File: src/rtl/fp_compare_pipe.sv
// fp_compare_pipe: two-stage pipelined IEEE-754 compare / min / max unit.
// Ops: FEQ, FLT, FLE, FMIN, FMAX. Handles +/-0, qNaN and sNaN, and raises an invalid flag.
// Ports:
//   clk, rst           clock; synchronous active-high reset
//   flush              kills every in-flight op; a request presented that cycle is dropped
//   in_valid/in_ready  request handshake (in_ready is combinational)
//   op                 000 FEQ, 001 FLT, 010 FLE, 011 FMIN, 100 FMAX, others illegal
//   read_data1/2       operands a / b
//   in_tag, out_tag    sideband tag, passed through unchanged
//   out_valid/out_ready result handshake
//   result_out         compare ops: {0..0, bit}; min/max: the selected operand
//   invalid_out        IEEE invalid-operation flag
//   illegal_out        op encoding was illegal; result_out is 0
module fp_compare_pipe #(
    parameter int unsigned EXP_W = 8,
    parameter int unsigned MAN_W = 23,
    parameter int unsigned TAG_W = 5
) (
    input  logic                   clk,
    input  logic                   rst,
    input  logic                   flush,
    input  logic                   in_valid,
    output logic                   in_ready,
    input  logic [2:0]             op,
    input  logic [EXP_W+MAN_W:0]   read_data1,
    input  logic [EXP_W+MAN_W:0]   read_data2,
    input  logic [TAG_W-1:0]       in_tag,
    output logic                   out_valid,
    input  logic                   out_ready,
    output logic [EXP_W+MAN_W:0]   result_out,
    output logic                   invalid_out,
    output logic                   illegal_out,
    output logic [TAG_W-1:0]       out_tag
);

    localparam int unsigned FLEN  = 1 + EXP_W + MAN_W;
    localparam int unsigned MAG_W = EXP_W + MAN_W;

    localparam logic [2:0] OP_FEQ  = 3'd0;
    localparam logic [2:0] OP_FLT  = 3'd1;
    localparam logic [2:0] OP_FLE  = 3'd2;
    localparam logic [2:0] OP_FMIN = 3'd3;
    localparam logic [2:0] OP_FMAX = 3'd4;

    localparam logic [FLEN-1:0] CANON_NAN = {1'b0, {EXP_W{1'b1}}, 1'b1, {(MAN_W-1){1'b0}}};

    // Operand classification on the raw inputs
    logic [EXP_W-1:0] w_a_exp, w_b_exp;
    logic [MAN_W-1:0] w_a_man, w_b_man;
    logic             w_a_in_nan, w_b_in_nan;

    assign w_a_exp    = read_data1[FLEN-2 -: EXP_W];
    assign w_b_exp    = read_data2[FLEN-2 -: EXP_W];
    assign w_a_man    = read_data1[MAN_W-1:0];
    assign w_b_man    = read_data2[MAN_W-1:0];
    assign w_a_in_nan = (&w_a_exp) && (|w_a_man);
    assign w_b_in_nan = (&w_b_exp) && (|w_b_man);

    // Stage 1 registers
    logic             r_s1_valid;
    logic [2:0]       r_s1_op;
    logic [TAG_W-1:0] r_s1_tag;
    logic [FLEN-1:0]  r_s1_a, r_s1_b;
    logic             r_s1_a_zero, r_s1_a_snan, r_s1_a_qnan, r_s1_a_sign;
    logic             r_s1_b_zero, r_s1_b_snan, r_s1_b_qnan, r_s1_b_sign;
    logic             r_s1_mag_lt, r_s1_mag_eq;

    // Stage 2 registers
    logic             r_s2_valid;
    logic [FLEN-1:0]  r_s2_result;
    logic             r_s2_invalid;
    logic             r_s2_illegal;
    logic [TAG_W-1:0] r_s2_tag;

    // Handshake / advance
    logic w_s1_adv, w_s2_adv;

    assign w_s2_adv = !r_s2_valid || out_ready;
    assign w_s1_adv = !r_s1_valid || w_s2_adv;
    assign in_ready = w_s1_adv;

    // Ordering decision from the stage-1 class bits
    logic w_a_nan, w_b_nan, w_any_nan, w_any_snan, w_both_zero;
    logic w_eq, w_lt, w_is_min;

    assign w_a_nan     = r_s1_a_snan | r_s1_a_qnan;
    assign w_b_nan     = r_s1_b_snan | r_s1_b_qnan;
    assign w_any_nan   = w_a_nan | w_b_nan;
    assign w_any_snan  = r_s1_a_snan | r_s1_b_snan;
    assign w_both_zero = r_s1_a_zero & r_s1_b_zero;
    assign w_eq        = w_both_zero | ((r_s1_a_sign == r_s1_b_sign) & r_s1_mag_eq);
    assign w_is_min    = (r_s1_op == OP_FMIN);

    // a < b ignoring NaNs; negative values order by descending magnitude
    always_comb begin
        w_lt = 1'b0;
        if (w_both_zero) begin
            w_lt = 1'b0;
        end else if (r_s1_a_sign != r_s1_b_sign) begin
            w_lt = r_s1_a_sign;
        end else if (r_s1_a_sign) begin
            w_lt = !r_s1_mag_lt && !r_s1_mag_eq;
        end else begin
            w_lt = r_s1_mag_lt;
        end
    end

    // Final result and flags
    logic [FLEN-1:0] w_res;
    logic            w_inv, w_ill;

    always_comb begin
        w_res = '0;
        w_inv = 1'b0;
        w_ill = 1'b0;
        case (r_s1_op)
            OP_FEQ: begin
                w_res = FLEN'(!w_any_nan && w_eq);
                w_inv = w_any_snan;
            end
            OP_FLT: begin
                w_res = FLEN'(!w_any_nan && w_lt);
                w_inv = w_any_nan;
            end
            OP_FLE: begin
                w_res = FLEN'(!w_any_nan && (w_lt || w_eq));
                w_inv = w_any_nan;
            end
            OP_FMIN, OP_FMAX: begin
                w_inv = w_any_snan;
                if (w_a_nan && w_b_nan) begin
                    w_res = CANON_NAN;
                end else if (w_a_nan) begin
                    w_res = r_s1_b;
                end else if (w_b_nan) begin
                    w_res = r_s1_a;
                end else if (w_both_zero) begin
                    // min prefers -0, max prefers +0, whichever side it is on
                    if (w_is_min) begin
                        w_res = r_s1_b_sign ? r_s1_b : r_s1_a;
                    end else begin
                        w_res = r_s1_b_sign ? r_s1_a : r_s1_b;
                    end
                end else if (w_is_min) begin
                    w_res = (w_lt || w_eq) ? r_s1_a : r_s1_b;
                end else begin
                    w_res = w_lt ? r_s1_b : r_s1_a;
                end
            end
            default: begin
                w_ill = 1'b1;
            end
        endcase
    end

    // Pipeline registers; data only moves on an advancing valid slot so stalled outputs hold
    always_ff @(posedge clk) begin
        if (rst) begin
            r_s1_valid   <= 1'b0;
            r_s1_op      <= '0;
            r_s1_tag     <= '0;
            r_s1_a       <= '0;
            r_s1_b       <= '0;
            r_s1_a_zero  <= 1'b0;
            r_s1_a_snan  <= 1'b0;
            r_s1_a_qnan  <= 1'b0;
            r_s1_a_sign  <= 1'b0;
            r_s1_b_zero  <= 1'b0;
            r_s1_b_snan  <= 1'b0;
            r_s1_b_qnan  <= 1'b0;
            r_s1_b_sign  <= 1'b0;
            r_s1_mag_lt  <= 1'b0;
            r_s1_mag_eq  <= 1'b0;
            r_s2_valid   <= 1'b0;
            r_s2_result  <= '0;
            r_s2_invalid <= 1'b0;
            r_s2_illegal <= 1'b0;
            r_s2_tag     <= '0;
        end else begin
            if (flush) begin
                r_s1_valid <= 1'b0;
                r_s2_valid <= 1'b0;
            end else begin
                if (w_s1_adv) r_s1_valid <= in_valid;
                if (w_s2_adv) r_s2_valid <= r_s1_valid;
            end
            if (w_s1_adv && in_valid) begin
                r_s1_op     <= op;
                r_s1_tag    <= in_tag;
                r_s1_a      <= read_data1;
                r_s1_b      <= read_data2;
                r_s1_a_zero <= ~|read_data1[MAG_W-1:0];
                r_s1_b_zero <= ~|read_data2[MAG_W-1:0];
                r_s1_a_snan <= w_a_in_nan && !w_a_man[MAN_W-1];
                r_s1_a_qnan <= w_a_in_nan &&  w_a_man[MAN_W-1];
                r_s1_b_snan <= w_b_in_nan && !w_b_man[MAN_W-1];
                r_s1_b_qnan <= w_b_in_nan &&  w_b_man[MAN_W-1];
                r_s1_a_sign <= read_data1[FLEN-1];
                r_s1_b_sign <= read_data2[FLEN-1];
                r_s1_mag_lt <= read_data1[MAG_W-1:0] <  read_data2[MAG_W-1:0];
                r_s1_mag_eq <= read_data1[MAG_W-1:0] == read_data2[MAG_W-1:0];
            end
            if (w_s2_adv && r_s1_valid) begin
                r_s2_result  <= w_res;
                r_s2_invalid <= w_inv;
                r_s2_illegal <= w_ill;
                r_s2_tag     <= r_s1_tag;
            end
        end
    end

    assign out_valid   = r_s2_valid;
    assign result_out  = r_s2_result;
    assign invalid_out = r_s2_invalid;
    assign illegal_out = r_s2_illegal;
    assign out_tag     = r_s2_tag;

endmodule

File: config.mk
export PLATFORM = sky130hd
export DESIGN_NAME = fp_compare_pipe
export DESIGN_NICKNAME = d
export VERILOG_FILES = /design/src/rtl/fp_compare_pipe.sv
export SDC_FILE = /design/constraint.sdc
export NUM_CORES = 1
export LEC_CHECK = 0
export ABC_AREA = 1
export BUFFER_PORTS_ARGS = -buffer_cell sky130_fd_sc_hd__buf_4
export CELL_PAD_IN_SITES_DETAIL_PLACEMENT = 0
export CELL_PAD_IN_SITES_GLOBAL_PLACEMENT = 1
export CORE_MARGIN = 1.5
export CORE_UTILIZATION = 37
export CTS_BUF_LIST = sky130_fd_sc_hd__clkbuf_4 sky130_fd_sc_hd__clkbuf_8
export CTS_CLUSTER_SIZE = 16
export DETAILED_ROUTE_END_ITERATION = 8
export MAX_ROUTING_LAYER = met4
export PLACE_DENSITY = 0.83
export SETUP_SLACK_MARGIN = 0.02
export SLEW_MARGIN = 15
export SYNTH_ARGS = -nofsm -noshare
export SYNTH_HDL_FRONTEND = slang
export SYNTH_SLANG_ARGS = --single-unit
File: constraint.sdc
create_clock -name clk -period 2.3 [get_ports clk]
set_input_delay 0.115 -clock clk [delete_from_list [all_inputs] [get_ports clk]]
set_output_delay 0.115 -clock clk [all_outputs]
set_load 0.005 [all_outputs]
==> results of run 1 <==
synth_stat cells (10+ instances only):
cell and n:
ha_1 33, nand3_1 46, dfxtp_1 121, a21oi_1 209, nor2_1 66, o211ai_2 10
o211ai_1 23, o21ai_0 109, nand4_1 16, inv_1 117, nand2_1 266, clkbuf_1 50
buf_2 14
final timing paths:
kind | endpoint | slack [ns] | cells after the start
worst min-delay path | r_s1_b[31]$_SDFFE_PP0P_ | 0.02 | 3
worst min register to register | result_out[9]$_SDFFE_PP0P_ | 0.47 | 2
worst max register to register | result_out[0]$_SDFFE_PP0P_ | 0.19 | 15
worst max-delay path | result_out[0]$_SDFFE_PP0P_ | 0.19 | 15
cell families (layout without fill, tap and decap cells):
logic type               count (synthesis)  count (layout)  share of synthesized area [%]
AO/OA/AOI/OAI                          369             369                          27.07
XOR/XNOR                                 2               2                         0.5868
adder cells (fa/ha/maj)                 33              33                          5.531
buffers and inverters                  199             376                          10.90
flip-flops                             121             121                          32.45
AND/OR/NAND/NOR                        420             420                          23.47
power groups by stage:
stage | clock [uW] | sequential, uW | combinational [uW]
6_report | 2010 | 2270 | 1250
5_1_grt | 2140 | 2280 | 1400
4_1_cts | 2050 | 2270 | 1210
3_5_place_dp | 0 | 2310 | 1120
3_3_place_gp | 0 | 2310 | 1110
2_1_floorplan | 0 | 2300 | 740
layout make-up:
class | instances | area share, %
Sequential cell | 121 | 24.76
Tap cell | 265 | 3.389
Clock inverter | 15 | 1.714
Multi-Input combinational cell | 824 | 43.38
Inverter | 123 | 4.745
Timing Repair Buffer | 221 | 19.62
Clock buffer | 17 | 2.392
sequential cells by signal, summed over array words and instances (netlist names), 3 cells and up:
signal / cells
out_tag: 5
r_s1_a: 32
r_s1_b: 32
r_s1_op: 3
r_s1_tag: 5
result_out: 32
timing repair:
item | CTS | global route
endpoints found under the hold margin | 69 | 0
gates resized for setup | 0 | 3
hold buffers | 67 | 0
buffers inserted | 0 | 1
endpoints found under the setup margin | 0 | 22
per-stage QoR:
stage	hold WS (ns)	area (sq um)	setup slack [ns]	utilization, %	std cells
final	0.02077	9783	0.1932	49.78	1586
after global routing	0.01199	9783	0.01730	49.78	1586
after CTS	0.003213	9741	0.05768	49.56	1584
after detailed placement	0.3770	8668	0.05855	44.10	1485
after global placement	0.3683	8668	0.1198	44.10	1485
after floorplan	0.2688	7465	0.1653	-	1144
metal layers:
layer  vias up  global-route usage, %  share of wire, %
met5         -                      -                 0
met4         0                  7.990               1.5
met3        33                  4.245               6.2
met2       276                  37.85                45
met1      3762                  32.78                47
li1       4162                      -                 -
worst reg2reg max path, stage by stage, from the launching register on:
cell and delay (ns):
dfxtp_1 0.35, inv_2 0.07, ha_1 0.33, inv_2 0.09
nand2_1 0.07, nand2_2 0.09, nand3_4 0.10, nand3_1 0.16
nand2_4 0.10, clkbuf_16 0.21, o21ai_0 0.16, nand2_1 0.07
nand2_1 0.06, nand2_1 0.04, nand2_1 0.05, a21oi_1 0.05
==> impl_metrics.env, run 1 <==
export IMPL_num_rows=51
export IMPL_yosysTopAreaCell="dfxtp_1"
export IMPL_status="finished, final reports clean"
export IMPL_nNetsFinal=1418
export IMPL_cp_num_buf_inv=3
export IMPL_leakagePower_uw=0.004368
export IMPL_dieArea_sq_um=21040
export IMPL_ys_flop_type="dfxtp_1"
export IMPL_overflow=0
export IMPL_hold_violations=0
export IMPL_cp_max_fo=16
export IMPL_power_uw=5524
export IMPL_crit_arrival_ns=2.44
export IMPL_maxCapViolations=0
export IMPL_grt_setup_unrepaired="false"
export IMPL_synth_nets=1254
export IMPL_p_switching_uw=1822
export IMPL_yosysSeqAreaShare_pct=32.45
export IMPL_synthCells=1144
export IMPL_dp_hpwl_um=16750
export IMPL_coreArea_sq_um=19650
export IMPL_vias=8233
export IMPL_routed_via_density=5.191
export IMPL_drive_above_1_share_pct=16.50
export IMPL_die_y_um=145.0
export IMPL_ys_types=36
export IMPL_clock_power_share_pct=36.3
export IMPL_cp_common_cell="nand2_1"
export IMPL_grt_usage_pct=24.63
export IMPL_synth_warnings=0
export IMPL_hold_class="primary input to register"
export IMPL_n_antenna_cell=0
export IMPL_ys_top_cells_by_area="dfxtp_1 (32%), a21oi_1 (14%), nand2_1 (13%)"
export IMPL_end_kind="register"
export IMPL_slew_headroom_pct=63.42
export IMPL_cts_sinks=121
export IMPL_route_detailed_drc=0
export IMPL_slew_violations=0
export IMPL_cts_buffers=17
export IMPL_die_x_um=145.0
export IMPL_switching_share_pct=32.98
export IMPL_io_pins=118
export IMPL_syn_area_sq_um=7465
export IMPL_drt_wl_total_um=25520
export IMPL_p_int_uw=3702
export IMPL_finalSetupViolCount=0
export IMPL_slowest_delay_ns=0.35
export IMPL_pwr_share_seq_pct=41.1
export IMPL_period_share_pct=91.60
export IMPL_ctsLongestPathBuffers=2
export IMPL_setup_tns_ns=0
export IMPL_required_ns=2.64
export IMPL_grt_max_degree=66
export IMPL_tightest_slew_ns=0.5486
export IMPL_fmax_ghz=0.4746
export IMPL_final_common_cell="nand2_1"
export IMPL_final_cell_mix="nand2_1 (264), a21oi_1 (209), buf_4 (147)"
export IMPL_rr_startpoint="r_s1_a[31]$_SDFFE_PP0P_"
export IMPL_peakVddDrop_uv=349.0
export IMPL_gp_congestion=0.8407
export IMPL_io_buffer_count=117
export IMPL_crit_family="simple AND/OR/NAND/NOR gates"
export IMPL_yosysTopAreaCellShare_pct=32.45
export IMPL_worstHoldStart="read_data2[31]"
export IMPL_firstDrtPassIters=5
export IMPL_grt_pass1_wl_um=40060
export IMPL_start_kind="register"
export IMPL_fin_crit_ns=2.107
export IMPL_avgSynthCellArea_sq_um=6.525
export IMPL_cts_root_buf="clkbuf_8"
export IMPL_grt_pass1_vias=7532
export IMPL_insertion_delay_ns=0.46
export IMPL_area_growth_pct=31.06
export IMPL_worstSetupPathType="register to register"
export IMPL_drt_initial_drc_count=587
export IMPL_cts_tree="built"
export IMPL_crit_chain="inv_2 -> ha_1 -> inv_2 -> nand2_1 -> nand2_2 -> nand3_4 -> nand3_1 -> nand2_4 -> clkbuf_16 -> o21ai_0 -> nand2_1 -> nand2_1 -> nand2_1 -> nand2_1 -> a21oi_1"
export IMPL_async_flop_share_pct=0
export IMPL_slowest_stage="dfxtp_1"
export IMPL_startpoint="r_s1_a[31]$_SDFFE_PP0P_"
export IMPL_register_area_sq_um=2422
export IMPL_multi_input_area_sq_um=4244
export IMPL_routedWlPerCell_um=16.09
export IMPL_cts_max_level=4
export IMPL_start_util_pct=37.98
export IMPL_drt_antenna_violating_nets=0
export IMPL_pwr_share_comb_pct=22.6
export IMPL_final_fill_count=2042
export IMPL_cellPowerDensity_nw_per_um2=564.6
export IMPL_antenna_found_initial=0
export IMPL_clkSlewWorstSetupHoldPaths_ns=0.08
export IMPL_fin_skew_ns=0.009576
export IMPL_ys_seq_elements=121
export IMPL_synth_edf_count=0
(Power assumes the default switching activity.)
==> inputs of run 2 (changes only) <==
--- a/config.mk
+++ b/config.mk
@@ -5,17 +5,17 @@
 export SDC_FILE = /design/constraint.sdc
 export NUM_CORES = 1
 export LEC_CHECK = 0
-export ABC_AREA = 1
+export ABC_AREA = 0
 export BUFFER_PORTS_ARGS = -buffer_cell sky130_fd_sc_hd__buf_4
 export CELL_PAD_IN_SITES_DETAIL_PLACEMENT = 0
 export CELL_PAD_IN_SITES_GLOBAL_PLACEMENT = 1
 export CORE_MARGIN = 1.5
-export CORE_UTILIZATION = 37
+export CORE_UTILIZATION = 38
 export CTS_BUF_LIST = sky130_fd_sc_hd__clkbuf_4 sky130_fd_sc_hd__clkbuf_8
-export CTS_CLUSTER_SIZE = 16
+export CTS_CLUSTER_SIZE = 10
 export DETAILED_ROUTE_END_ITERATION = 8
 export MAX_ROUTING_LAYER = met4
-export PLACE_DENSITY = 0.83
+export PLACE_DENSITY = 0.84
 export SETUP_SLACK_MARGIN = 0.02
 export SLEW_MARGIN = 15
 export SYNTH_ARGS = -nofsm -noshare
==> run 2 against run 1 <==
- combinational power down 34%
- maximum frequency shrank 3.8%
- hold slack improved by 0.0073 ns
- power shrank 8.1%
- setup slack got worse by 0.082 ns
- largest power group unchanged
- highest routed layer unchanged
==> impl_metrics.env, run 2 <==
export IMPL_status="finished, final reports clean"
export IMPL_pwr_share_comb_pct=16.2
export IMPL_grt_usage_pct=23.89
export IMPL_cts_buffers=17
export IMPL_die_y_um=131.7
export IMPL_slew_violations=0
export IMPL_clock_power_share_pct=40.0
export IMPL_hold_violations=0
export IMPL_nNetsFinal=1140
export IMPL_coreArea_sq_um=16060
export IMPL_fin_ws_ns=0.1107
export IMPL_async_flop_share_pct=0
export IMPL_n_antenna_cell=0
export IMPL_p_switching_uw=1357
export IMPL_wl_met3_um=957
export IMPL_cts_root_buf="clkbuf_8"
export IMPL_slowest_stage="dfxtp_2"
export IMPL_power_uw=5076
export IMPL_worstSetupPathType="register to register"
export IMPL_insertion_delay_ns=0.45
export IMPL_leakagePower_uw=0.003816
export IMPL_final_fill_count=1526
export IMPL_finalSetupViolCount=0
export IMPL_grt_max_degree=36
export IMPL_final_cell_mix="nand2_1 (230), buf_4 (138), a21oi_1 (136)"
export IMPL_overflow=0
export IMPL_holdWs_ns=0.02807
export IMPL_setup_tns_ns=0
export IMPL_drt_antenna_violating_nets=0
export IMPL_required_ns=2.64
export IMPL_met2_length_um=9467
export IMPL_yosysTopAreaCell="dfxtp_1"
export IMPL_firstDrtPassIters=5
export IMPL_ys_types=53
export IMPL_switching_share_pct=26.74
export IMPL_ys_seq_elements=121
export IMPL_synth_edf_count=0
export IMPL_syn_area_sq_um=6292
export IMPL_period_share_pct=95.19
export IMPL_synth_nets=956
export IMPL_pwr_share_seq_pct=43.8
export IMPL_place_area_sq_um=7438
export IMPL_grt_pass1_wl_um=32290
export IMPL_finalInstanceArea_sq_um=8693
export IMPL_yosysTopAreaCellShare_pct=38.50
export IMPL_avgSynthCellArea_sq_um=7.438
export IMPL_yosysMostFrequentCell="nand2_1"
export IMPL_slew_headroom_pct=61.49
export IMPL_slowest_delay_ns=0.35
export IMPL_io_pins=118
export IMPL_ys_flop_type="dfxtp_1"
export IMPL_cts_max_level=4
export IMPL_peakVddDrop_uv=299.7
export IMPL_die_x_um=131.7
export IMPL_final_common_cell="nand2_1"
export IMPL_gp_congestion=0.8491
export IMPL_dr_max_layer_used="met4"
export IMPL_synthCells=846
export IMPL_grt_setup_unrepaired="true"
export IMPL_num_rows=46
export IMPL_fin_skew_ns=0.01053
export IMPL_wirelength_met1_um=9210
export IMPL_routedWlPerCell_um=15.89
export IMPL_fin_crit_ns=2.189
export IMPL_fmax_ghz=0.4568
export IMPL_yosysSeqAreaShare_pct=38.50
export IMPL_antenna_found_initial=0
export IMPL_drt_initial_drc_count=455
export IMPL_dieArea_sq_um=17340
export IMPL_routed_via_density=5.271
export IMPL_ys_top_cells_by_area="dfxtp_1 (38%), nand2_1 (14%), a21oi_1 (11%)"
export IMPL_start_kind="register"
export IMPL_drt_wl_total_um=20010
export IMPL_synth_warnings=0
export IMPL_route_detailed_drc=0
export IMPL_crit_chain="inv_4 -> ha_4 -> and2b_4 -> o221ai_2 -> o211a_1 -> or3_4 -> buf_12 -> nand2_2 -> o311ai_0"
export IMPL_tightest_slew_ns=0.5777
export IMPL_cts_tree="built"
export IMPL_hold_class="primary input to register"
export IMPL_cellPowerDensity_nw_per_um2=583.9
export IMPL_vias=6636
export IMPL_ctsLongestPathBuffers=2
export IMPL_area_growth_pct=38.16
export IMPL_start_util_pct=39.18
export IMPL_crit_arrival_ns=2.53
export IMPL_synth_common_cells="nand2_1 (232), a21oi_1 (136), dfxtp_1 (121), inv_1 (42), o21ai_0 (40)"
export IMPL_cts_sinks=121
export IMPL_preCtsSetupSlack_ns=-0.04169
export IMPL_grt_pass1_vias=6350
export IMPL_clkSlewWorstSetupHoldPaths_ns=0.07
export IMPL_drive_above_1_share_pct=19.08
export IMPL_cp_max_fo=23
export IMPL_p_int_uw=3719
export IMPL_maxCapViolations=0
export IMPL_io_buffer_count=117
export IMPL_end_kind="register"
export IMPL_dp_hpwl_um=13760
[run 2: cells by family (layout without fill, tap and decap cells)]
logic type | Yosys count | after routing | synth area share, %
buffers and inverters | 97 | 294 | 6.303
muxes | 3 | 3 | 0.4773
DFF | 121 | 121 | 38.50
xor gates and xnor gates | 2 | 2 | 0.5767
AOI/OAI and AO/OA | 239 | 239 | 22.95
and+or+nand+nor | 351 | 351 | 24.64
adders and majority gates | 33 | 33 | 6.562
[run 2: worst paths after layout]
check / to / slack, ns / start / cells after the start
setup / recovery: result_out[23]$_SDFFE_PP0P_ / 0.11 / r_s1_a[31]$_SDFFE_PP0P_ / 9
setup reg to reg: result_out[23]$_SDFFE_PP0P_ / 0.11 / r_s1_a[31]$_SDFFE_PP0P_ / 9
hold / removal: r_s1_valid$_SDFFE_PP0N_ / 0.03 / out_ready / 4
hold reg to reg: r_s1_a[8]$_SDFFE_PP0P_ / 0.45 / r_s1_a[8]$_SDFFE_PP0P_ / 2
[run 2: power groups by stage]
stage          registers [uW]  clock network, uW  logic [uW]
5_1_grt                  2230               2140         909
6_report                 2220               2030         822
3_5_place_dp             2270                  0         686
2_1_floorplan            2250                  0         405
4_1_cts                  2220               2060         794
3_3_place_gp             2270                  0         679
[run 2: area by class of cell]
type                       instances  area [sq um]  share of cell area [%]
multi-input combinational        628          3538                   40.70
sequential                       121          2425                   27.89
timing repair buffer             219          1874                   21.56
clock buffer                      21         276.5                   3.181
tap                              216         270.3                   3.109
inverter                          43         163.9                   1.885
clock inverter                    11         145.1                   1.670
[run 2: per-stage QoR]
| stage | std cells | util [%] |
|---|---|---|
| 2_1_floorplan | 846 | - |
| 3_3_place_gp | 1149 | 46.32 |
| 3_5_place_dp | 1149 | 46.32 |
| 4_1_cts | 1256 | 53.67 |
| 5_1_grt | 1259 | 54.14 |
| 6_report | 1259 | 54.14 |
[run 2: critical path, delay by kind of cell (launching register included)]
family | cells | cell delay [ns]
compound gates | 3 | 0.75
fa+ha+maj | 1 | 0.27
flops | 1 | 0.35
simple gates | 3 | 0.49
buf+inv | 2 | 0.22
[run 2: repair_timing]
item | CTS | global route
buffers inserted | 0 | 2
setup endpoints to repair | 5 | 30
resized for setup | 3 | 14
hold endpoints to repair | 78 | 0
pin swaps | 0 | 4
hold buffers | 75 | 0
gates cloned | 0 | 1
[run 2: layer usage]
layer / vias to the layer above / GRT usage, %
met5: - / -
met4: 0 / 7.716
met3: 26 / 4.630
met2: 159 / 38.92
met1: 3117 / 29.80
li1: 3334 / -
